## config.mk

```make
export PLATFORM = sky130hd
export DESIGN_NAME = timer_scheduler
export DESIGN_NICKNAME = d
export VERILOG_FILES = /design/src/rtl/timer_sched_pkg.sv /design/src/rtl/rr_arbiter.sv /design/src/rtl/timer_scheduler.sv
export SDC_FILE = /design/constraint.sdc
export NUM_CORES = 1
export LEC_CHECK = 0
export ABC_AREA = 1
export CAP_MARGIN = 20
export CORE_ASPECT_RATIO = 0.8
export CORE_MARGIN = 4
export CORE_UTILIZATION = 45
export CTS_CLUSTER_SIZE = 25
export DETAILED_ROUTE_END_ITERATION = 10
export GPL_ROUTABILITY_DRIVEN = 0
export GPL_TIMING_DRIVEN = 0
export PLACE_DENSITY = 0.84
export SYNTH_ARGS = -nofsm -noshare
export SYNTH_HDL_FRONTEND = slang
export SYNTH_SLANG_ARGS = --single-unit
```

## constraint.sdc

```tcl
create_clock -name clk -period 6.8 [get_ports clk]
set_input_delay 1.36 -clock clk [delete_from_list [all_inputs] [get_ports clk]]
set_output_delay 1.36 -clock clk [all_outputs]
set_load 0.02 [all_outputs]
```

## src/rtl/timer_sched_pkg.sv

```systemverilog
// timer_sched_pkg: shared types and constants for the timer scheduler.
//   - state_e        : scheduler FSM states (idle / counting / done pulse)
//   - N_REQ_DEFAULT  : default number of requesters
//   - CNT_W_DEFAULT  : default counter width
//   - ptr_w()        : width of a requester index / round-robin pointer
package timer_sched_pkg;

    localparam int unsigned N_REQ_DEFAULT = 4;
    localparam int unsigned CNT_W_DEFAULT = 16;

    typedef enum logic [1:0] {
        StIdle,
        StCount,
        StDone
    } state_e;

    // Index width for n requesters; never narrower than one bit.
    function automatic int unsigned ptr_w(input int unsigned n);
        return (n > 1) ? unsigned'($clog2(n)) : 1;
    endfunction

endpackage

```

## src/rtl/rr_arbiter.sv

```systemverilog
// rr_arbiter: combinational round-robin pick.
// Searches req from bit ptr upward, wrapping modulo N_REQ, and reports the
// first set bit.
// Ports:
//   req   - request vector
//   ptr   - highest-priority position for this search
//   grant - one-hot of the winner (zero when no request)
//   idx   - binary index of the winner
//   valid - at least one request present
module rr_arbiter
    import timer_sched_pkg::*;
#(
    parameter int unsigned N_REQ = N_REQ_DEFAULT,
    parameter int unsigned PTR_W = ptr_w(N_REQ)
) (
    input  logic [N_REQ-1:0] req,
    input  logic [PTR_W-1:0] ptr,
    output logic [N_REQ-1:0] grant,
    output logic [PTR_W-1:0] idx,
    output logic             valid
);

    logic [PTR_W-1:0] scan_idx;

    always_comb begin
        grant    = '0;
        idx      = '0;
        valid    = 1'b0;
        scan_idx = '0;
        for (int unsigned i = 0; i < N_REQ; i++) begin
            scan_idx = PTR_W'((32'(ptr) + i) % N_REQ);
            if (!valid && req[scan_idx]) begin
                valid           = 1'b1;
                idx             = scan_idx;
                grant[scan_idx] = 1'b1;
            end
        end
    end

endmodule

```

## src/rtl/timer_scheduler.sv

```systemverilog
// timer_scheduler: one down-counting interval timer shared by N_REQ requesters.
// A round-robin pick selects a requester, its delay is loaded and counted down
// on tick strobes, then a one-cycle done pulse is returned to that requester.
// Optional feature macro: TIMER_SCHED_ABORT_EN (adds the abort input).
// Ports:
//   clk       - rising-edge clock
//   reset     - synchronous, active-high reset
//   tick      - count-enable strobe from the prescaler
//   abort     - (TIMER_SCHED_ABORT_EN only) drop the running job, no done
//   req       - per-requester request level, held until done
//   delay     - per-requester delay, requester i at [i*CNT_W +: CNT_W]
//   grant     - one-hot owner of the timer
//   done      - one-cycle completion pulse
//   busy      - high while counting and during the done cycle
//   count_val - current counter value
module timer_scheduler
    import timer_sched_pkg::*;
#(
    parameter int unsigned N_REQ = N_REQ_DEFAULT,
    parameter int unsigned CNT_W = CNT_W_DEFAULT
) (
    input  logic                     clk,
    input  logic                     reset,
    input  logic                     tick,
`ifdef TIMER_SCHED_ABORT_EN
    input  logic                     abort,
`endif
    input  logic [N_REQ-1:0]         req,
    input  logic [N_REQ*CNT_W-1:0]   delay,
    output logic [N_REQ-1:0]         grant,
    output logic [N_REQ-1:0]         done,
    output logic                     busy,
    output logic [CNT_W-1:0]         count_val
);

    localparam int unsigned PTR_W = ptr_w(N_REQ);

    state_e           state_q, state_d;
    logic [N_REQ-1:0] grant_q, grant_d;
    logic [N_REQ-1:0] done_q, done_d;
    logic             busy_q, busy_d;
    logic [CNT_W-1:0] count_q, count_d;
    logic [PTR_W-1:0] ptr_q, ptr_d;
    logic [PTR_W-1:0] idx_q, idx_d;

    logic [N_REQ-1:0] arb_grant;
    logic [PTR_W-1:0] arb_idx;
    logic             arb_valid;
    logic             abort_job;
    logic             count_zero;
    logic [PTR_W-1:0] ptr_next;
    logic [CNT_W-1:0] delay_arr [N_REQ];

    for (genvar g = 0; g < N_REQ; g++) begin : g_delay
        assign delay_arr[g] = delay[g*CNT_W +: CNT_W];
    end

`ifdef TIMER_SCHED_ABORT_EN
    assign abort_job = abort;
`else
    assign abort_job = 1'b0;
`endif

    assign count_zero = (count_q == '0);
    // Pointer moves past the job just finished so the next search starts after it.
    assign ptr_next   = (idx_q == PTR_W'(N_REQ - 1)) ? '0 : idx_q + 1'b1;

    rr_arbiter #(
        .N_REQ (N_REQ),
        .PTR_W (PTR_W)
    ) u_rr_arbiter (
        .req   (req),
        .ptr   (ptr_q),
        .grant (arb_grant),
        .idx   (arb_idx),
        .valid (arb_valid)
    );

    // State and registered outputs.
    always_ff @(posedge clk) begin
        if (reset) begin
            state_q <= StIdle;
            grant_q <= '0;
            done_q  <= '0;
            busy_q  <= 1'b0;
            count_q <= '0;
            ptr_q   <= '0;
            idx_q   <= '0;
        end else begin
            state_q <= state_d;
            grant_q <= grant_d;
            done_q  <= done_d;
            busy_q  <= busy_d;
            count_q <= count_d;
            ptr_q   <= ptr_d;
            idx_q   <= idx_d;
        end
    end

    // Next state.
    always_comb begin
        state_d = state_q;
        unique case (state_q)
            StIdle:  if (arb_valid) state_d = StCount;
            StCount: begin
                // Abort outranks an expiring count so no done is ever issued.
                if (abort_job)       state_d = StIdle;
                else if (count_zero) state_d = StDone;
            end
            StDone:  state_d = StIdle;
            default: state_d = StIdle;
        endcase
    end

    // Next values of the registered outputs and job bookkeeping.
    always_comb begin
        grant_d = grant_q;
        done_d  = '0;
        busy_d  = busy_q;
        count_d = count_q;
        ptr_d   = ptr_q;
        idx_d   = idx_q;
        unique case (state_q)
            StIdle: begin
                grant_d = '0;
                busy_d  = 1'b0;
                if (arb_valid) begin
                    grant_d = arb_grant;
                    count_d = delay_arr[arb_idx];
                    busy_d  = 1'b1;
                    idx_d   = arb_idx;
                end
            end
            StCount: begin
                if (abort_job) begin
                    grant_d = '0;
                    count_d = '0;
                    busy_d  = 1'b0;
                    ptr_d   = ptr_next;
                end else if (count_zero) begin
                    done_d  = grant_q;
                    grant_d = '0;
                    busy_d  = 1'b1;
                    ptr_d   = ptr_next;
                end else if (tick) begin
                    count_d = count_q - 1'b1;
                end
            end
            StDone: begin
                grant_d = '0;
                busy_d  = 1'b0;
            end
            default: begin
                grant_d = '0;
                busy_d  = 1'b0;
            end
        endcase
    end

    assign grant     = grant_q;
    assign done      = done_q;
    assign busy      = busy_q;
    assign count_val = count_q;

endmodule

```

Yosys cells after proc, flatten, opt, wreduce, memory -nomap -nowiden
Index checks and enable logic that the tools add are counted.
{"block": "totals", "reg_bits": 31, "latchBits": 0, "mem_bits_rw": 0, "romBits": 0, "output_inout_bits": 25, "elab_cells": 96, "n_memories": 0}
{"block": "classes", "addsub": 5, "multipliers": 0, "n_div": 0, "order_cmp": 9, "eq_ne": 6, "shift": 0, "n_mux": 45, "n_bitwise": 6, "reduce_logical": 18}
{"cell": "2-to-1 mux 16 bit", "n": 5}
{"cell": "binary-select mux 16 bit (select 2 bit)", "n": 1}
{"cell": "one-hot mux 16 bit (2 select lines)", "n": 1}
{"cell": "2-to-1 mux 4 bit", "n": 6}
{"cell": "logical NOT 16 bit", "n": 1}
{"cell": "subtractor 16 x 1 -> 16 bit (second input constant)", "n": 1}
{"cell": "2-to-1 mux 1 bit", "n": 14}
{"cell": "2-to-1 mux 2 bit", "n": 7}
{"cell": "less-than comparator 2 x 3 -> 1 bit (second input constant)", "n": 4}
{"cell": "bitwise OR 4 bit", "n": 3}
{"cell": "binary-select mux 1 bit (select 2 bit)", "n": 4}
{"cell": "demux 1 bit (select 2 bit)", "n": 4}
{"cell": "greater-or-equal comparator 2 x 1 -> 1 bit (second input constant)", "n": 4}
{"cell": "!= test 2 bit (second input constant)", "n": 4}
{"cell": "one-hot mux 4 bit (2 select lines)", "n": 1}
{"cell": "logical AND 1 bit", "n": 7}
{"cell": "AND reduction 2 bit", "n": 3}
{"cell": "adder 2 x 1 -> 2 bit (second input constant)", "n": 2}
{"cell": "adder 2 bit (second input constant)", "n": 2}
{"cell": "one-hot mux 2 bit (2 select lines)", "n": 1}
{"cell": "AND reduction 4 bit", "n": 1}
{"cell": "greater-or-equal comparator 3 bit (second input constant)", "n": 1}
{"cell": "logical NOT 1 bit", "n": 3}
{"cell": "inverter 2 -> 3 bit", "n": 1}
{"cell": "7 further kinds", "n": 8}

Depth between registers and ports, before layout
{"block": "depth", "depth_word": 18, "depth_mapped": 16, "ltp_nobuf": 15}

Modules after synthesis
From an unflattened synthesis, not the netlist that was laid out.
{"block": "hier_totals", "cells_unflattened": 465, "area_unflattened_um2": 2718.9}
{"mod": "timer_scheduler", "instances": 1, "cells_per_inst": 391, "area_each_um2": 2278.4, "seq_area_each_um2": 620.6}
{"mod": "rr_arbiter", "instances": 1, "cells_per_inst": 74, "area_each_um2": 440.4, "seq_area_each_um2": 0.0}

Worst setup path after synthesis
Ideal clock, no wire load.
{"block": "synth_path", "path_kind": "in2reg", "from": "input req[2]", "to": "register count_q[6] (netlist: count_val[6])", "setup_ns": 0.118, "t_arrival_ns": 2.528, "t_required_ns": 6.682, "path_slack_ns": 4.154, "path_stages": 11, "path_cell_list": "inv_1 > nand2_4 > nand3_2 > inv_1 > a31oi_1 > nand2_2 > nor2_4 > buf_6 > nand3_1 > nand3_1 > a21oi_2"}
{"block": "synth_via", "elab_chain_cells": 18}
{"element": "start, declared", "line_no": "timer_scheduler.sv:28", "rtl": "input logic [N_REQ-1:0] req,"}
{"element": "binary-select mux 1 bit (select 2 bit)", "line_no": "rr_arbiter.sv:32", "rtl": "if (!valid && req[scan_idx]) begin"}
{"element": "2-to-1 mux 1 bit (not written as such)", "line_no": "rr_arbiter.sv:32"}
{"element": "2-to-1 mux 1 bit", "line_no": "rr_arbiter.sv:32"}
{"element": "logical NOT 1 bit", "line_no": "rr_arbiter.sv:32"}
{"element": "logical AND 1 bit", "line_no": "rr_arbiter.sv:32"}
{"element": "2-to-1 mux 1 bit", "line_no": "rr_arbiter.sv:32"}
{"element": "logical NOT 1 bit", "line_no": "rr_arbiter.sv:32"}
{"element": "logical AND 1 bit", "line_no": "rr_arbiter.sv:32"}
{"element": "2-to-1 mux 1 bit", "line_no": "rr_arbiter.sv:32"}
{"element": "logical NOT 1 bit", "line_no": "rr_arbiter.sv:32"}
{"element": "logical AND 1 bit", "line_no": "rr_arbiter.sv:32"}
{"element": "2-to-1 mux 2 bit", "line_no": "rr_arbiter.sv:32"}
{"element": "inverter 2 -> 3 bit (not written as such)", "line_no": "timer_scheduler.sv:129", "rtl": "count_d = delay_arr[arb_idx];"}
{"element": "binary-select mux 16 bit (select 2 bit)", "line_no": "timer_scheduler.sv:129"}
{"element": "2-to-1 mux 16 bit (not written as such) (2 in a row)", "line_no": "timer_scheduler.sv:129"}
{"element": "2-to-1 mux 16 bit", "line_no": "timer_scheduler.sv:127", "rtl": "if (arb_valid) begin"}
{"element": "one-hot mux 16 bit (2 select lines)", "line_no": "timer_scheduler.sv:123", "rtl": "unique case (state_q)"}
{"element": "end signal, assigned", "line_no": "timer_scheduler.sv:94", "rtl": "count_q <= count_d;"}
{"element": "end, declared", "line_no": "timer_scheduler.sv:42", "rtl": "logic [CNT_W-1:0] count_q, count_d;"}
Several ways; a longest one is shown, not always the timed one. The select of a mux whose other input is x is not followed.
A chain may end at the register's enable or synchronous reset.

Worst setup path after layout
{"block": "layout_path", "from": "input req[1]", "to": "register count_q[11] (netlist: count_val[11])"}
Same word-level chain as after synthesis.

==> results.sh <==
export IMPL_cts_buffers=5
export IMPL_first_pass_iters=5
export IMPL_worstPathMaxFanout=10
export IMPL_setup_slack_ps=3590
export IMPL_antenna_left=0
export IMPL_die_h_um=78.5
export IMPL_p_sw_mw=1.25
export IMPL_top_layer="met4"
export IMPL_cp_data_arrival_time_ps=3380
export IMPL_final_max_slew_viol_count=0
export IMPL_clk_latency_ps=280
export IMPL_wl_met1_um=3770
export IMPL_synthCells=422
export IMPL_vias_per_cell=5.26
export IMPL_clk_path_buf_depth=2
export IMPL_seq_power_share_pct=13.9
export IMPL_dieArea_um2=7550
export IMPL_p_per_area_nw_per_um2=585
export IMPL_nets=605
export IMPL_grt_use_total_pct=22.6
export IMPL_num_antenna_cells=0
export IMPL_drc=0
export IMPL_cts_tree="built"
export IMPL_first_iter_violations=182
export IMPL_route_met3_wl_um=619
export IMPL_p_int_mw=1.08
export IMPL_antenna_found_initial=0
export IMPL_syn2layout_area_growth_pct=42.0
export IMPL_fmax_ghz=0.312
export IMPL_swShare_pct=53.7
export IMPL_postCtsResizedCells=0
export IMPL_pwr_share_comb_pct=76.9
export IMPL_routedWlPerCell_um=13.9
export IMPL_synth_edf_count=0
export IMPL_ir_drop_mv=0.308
export IMPL_root_buffer="clkbuf_8"
export IMPL_power_total_mw=2.32
export IMPL_finClkSkew_ps=4.97
export IMPL_p_leak_nw=1.73
export IMPL_via_count=3182
export IMPL_fin_tns_setup_ps=0
export IMPL_met2_length_um=3900
export IMPL_io_buffers=94
export IMPL_cts_htree_levels=2
export IMPL_grt_ovfl_total=0
export IMPL_hold_viol_final=0
export IMPL_grt_pass1_vias=2940
export IMPL_fin_crit_ps=3210
export IMPL_synth_ff_type="dfxtp_1"
export IMPL_crit_top_cell="nand3_1"
export IMPL_synth_distinct_cells=35
export IMPL_num_rows=25
export IMPL_path_clk_slew_ps=70
export IMPL_crit_slowest_cell="clkdlybuf4s50_1"
export IMPL_relSlewSlack_pct=67.4
export IMPL_nFillCells=515
export IMPL_seq_area_frac_synth_pct=22.2
export IMPL_p_clk_share_pct=9.3
export IMPL_cpPeakStageDelay_ps=520
export IMPL_dp_hpwl_um=6720
export IMPL_grt_pass1_wl_um=13700
export IMPL_rsz0062_at_grt="no"
export IMPL_synth_area_per_cell_um2=6.63
export IMPL_die_x_um=96.1
export IMPL_cts_setup_buffers=0
export IMPL_setup_viol=0
export IMPL_layout_drive_gt1_share_pct=14.9
export IMPL_worst_setup_path_type="in -> reg"
export IMPL_start_util_pct=46.8
export IMPL_ys_warn_count=0
export IMPL_status="finished, final reports clean"
export IMPL_cp_end_kind="register"
export IMPL_maxCapViolations=0
export IMPL_syn_area_um2=2800
export IMPL_io_pins=96
export IMPL_grt_max_degree=12
export IMPL_min_period_over_period_pct=47.2
export IMPL_cts_sinks=31
export IMPL_ys_ff_latch=31
export IMPL_holdWs_ps=450
export IMPL_post_place_ws_ps=3360
export IMPL_coreArea_um2=5970
export IMPL_wirelength_um=8410
export IMPL_crit_chain="clkdlybuf4s50_1, inv_1, nand2_1, nand3_2, a31oi_1, nand2_2, nor2_4, buf_6, nand3_1, nand3_1, a21oi_2"
export IMPL_async_flop_share_pct=0
export IMPL_critPathLaunchType="input port"
export IMPL_tightest_slew_ps=489
export IMPL_hp_class="reg -> reg"
export IMPL_syn_num_nets=504
export IMPL_hold_buffers=0
export IMPL_required_ps=6970
## placed cells by master, fill, tap and decap left out, drive strengths merged
| cell | synthesis | routed |
|---|---|---|
| nand2 | 110 | 110 |
| clkdlybuf4s50 | 0 | 94 |
| nand3 | 73 | 73 |
| inv | 46 | 46 |
| a21oi | 45 | 45 |
| nor2 | 33 | 33 |
| dfxtp | 31 | 31 |
| o21ai | 31 | 31 |
| buf | 14 | 14 |
| ha | 11 | 11 |
| clkbuf | 4 | 10 |
| xor2 | 6 | 6 |
| nand3b | 5 | 5 |
| nand4 | 4 | 4 |
| nor4 | 2 | 2 |
| a31oi | 2 | 2 |
| xnor2 | 2 | 2 |
| bufinv | 0 | 2 |
| o21bai | 1 | 1 |
| nor3 | 1 | 1 |
| or2 | 1 | 1 |
## cells in the mapped netlist, types with 4 or more instances
cell type / instances / area (um2)
a21oi_1: 36 / 180
a21oi_2: 9 / 78.8
buf_4: 5 / 37.5
buf_6: 5 / 56.3
dfxtp_1: 31 / 621
ha_1: 11 / 138
inv_1: 41 / 154
inv_2: 4 / 15.0
nand2_1: 94 / 353
nand2_2: 12 / 75.1
nand2_4: 4 / 45.0
nand3_1: 53 / 265
nand3_2: 19 / 190
nand3b_1: 4 / 30.0
nor2_1: 31 / 116
o21ai_0: 22 / 110
o21ai_1: 9 / 45.0
xor2_1: 6 / 52.6
## per-stage QoR
stage,area [um2],instances,utilization [%]
detailed placement,3840,597,64.3
global route,3970,605,66.5
global placement,3840,597,64.3
floorplan,2800,422,-
CTS,3970,605,66.5
finish,3970,605,66.5
## critical path: cells and delay by family
kind	cells	cell delay, ps
AND/OR/NAND/NOR	6	820
AO/OA/AOI/OAI	2	430
buffers and inverters	3	760
## state kept, by name, indices dropped and copies added (netlist names)
name       count
state_q        2
grant          4
busy           1
idx_q          2
ptr_q          2
count_val     16
done           4
## layout make-up
type	instances	area [um2]	area share [%]
multi-input combinational	327	1840	46.3
timing repair buffer	94	941	23.7
sequential	31	621	15.6
inverter	46	180	4.54
buffer	18	158	3.97
tap	81	101	2.55
clock buffer	6	72.6	1.83
clock inverter	2	60.1	1.51
## logic make-up (layout without fill, tap and decap cells)
| group | Yosys count | count (layout) | share of synthesized area [%] |
|---|---|---|---|
| AND/OR/NAND/NOR | 229 | 229 | 42.8 |
| adder cells (fa/ha/maj) | 11 | 11 | 4.92 |
| XOR/XNOR | 8 | 8 | 2.51 |
| buffers and inverters | 64 | 166 | 12.1 |
| flip-flops | 31 | 31 | 22.2 |
| AO/OA/AOI/OAI | 79 | 79 | 15.5 |
## routing by layer
| metal | track usage [%] | vias up |
|---|---|---|
| li1 | - | 1594 |
| met1 | 31.1 | 1447 |
| met2 | 35.8 | 128 |
| met3 | 4.31 | 13 |
| met4 | 5.68 | 0 |
| met5 | 0 | - |
## path summary, 6_finish.rpt
| check | from | to | slack, ps | cells past startpoint |
|---|---|---|---|---|
| setup reg to reg | ptr_q[1] | count_val[10] | 4210 | 13 |
| hold / removal | grant[3] | done[3] | 450 | 2 |
| setup / recovery | req[1] | count_val[11] | 3590 | 11 |
| hold reg to reg | grant[3] | done[3] | 450 | 2 |
## power groups by stage
stage	Sequential, mW	Clock [mW]	Combinational [mW]
floorplan	0.371	0	1.24
global placement	0.324	0	1.70
detailed placement	0.324	0	1.75
CTS	0.322	0.217	1.76
global route	0.334	0.227	1.96
finish	0.323	0.215	1.79
(Power assumes the default switching activity.)
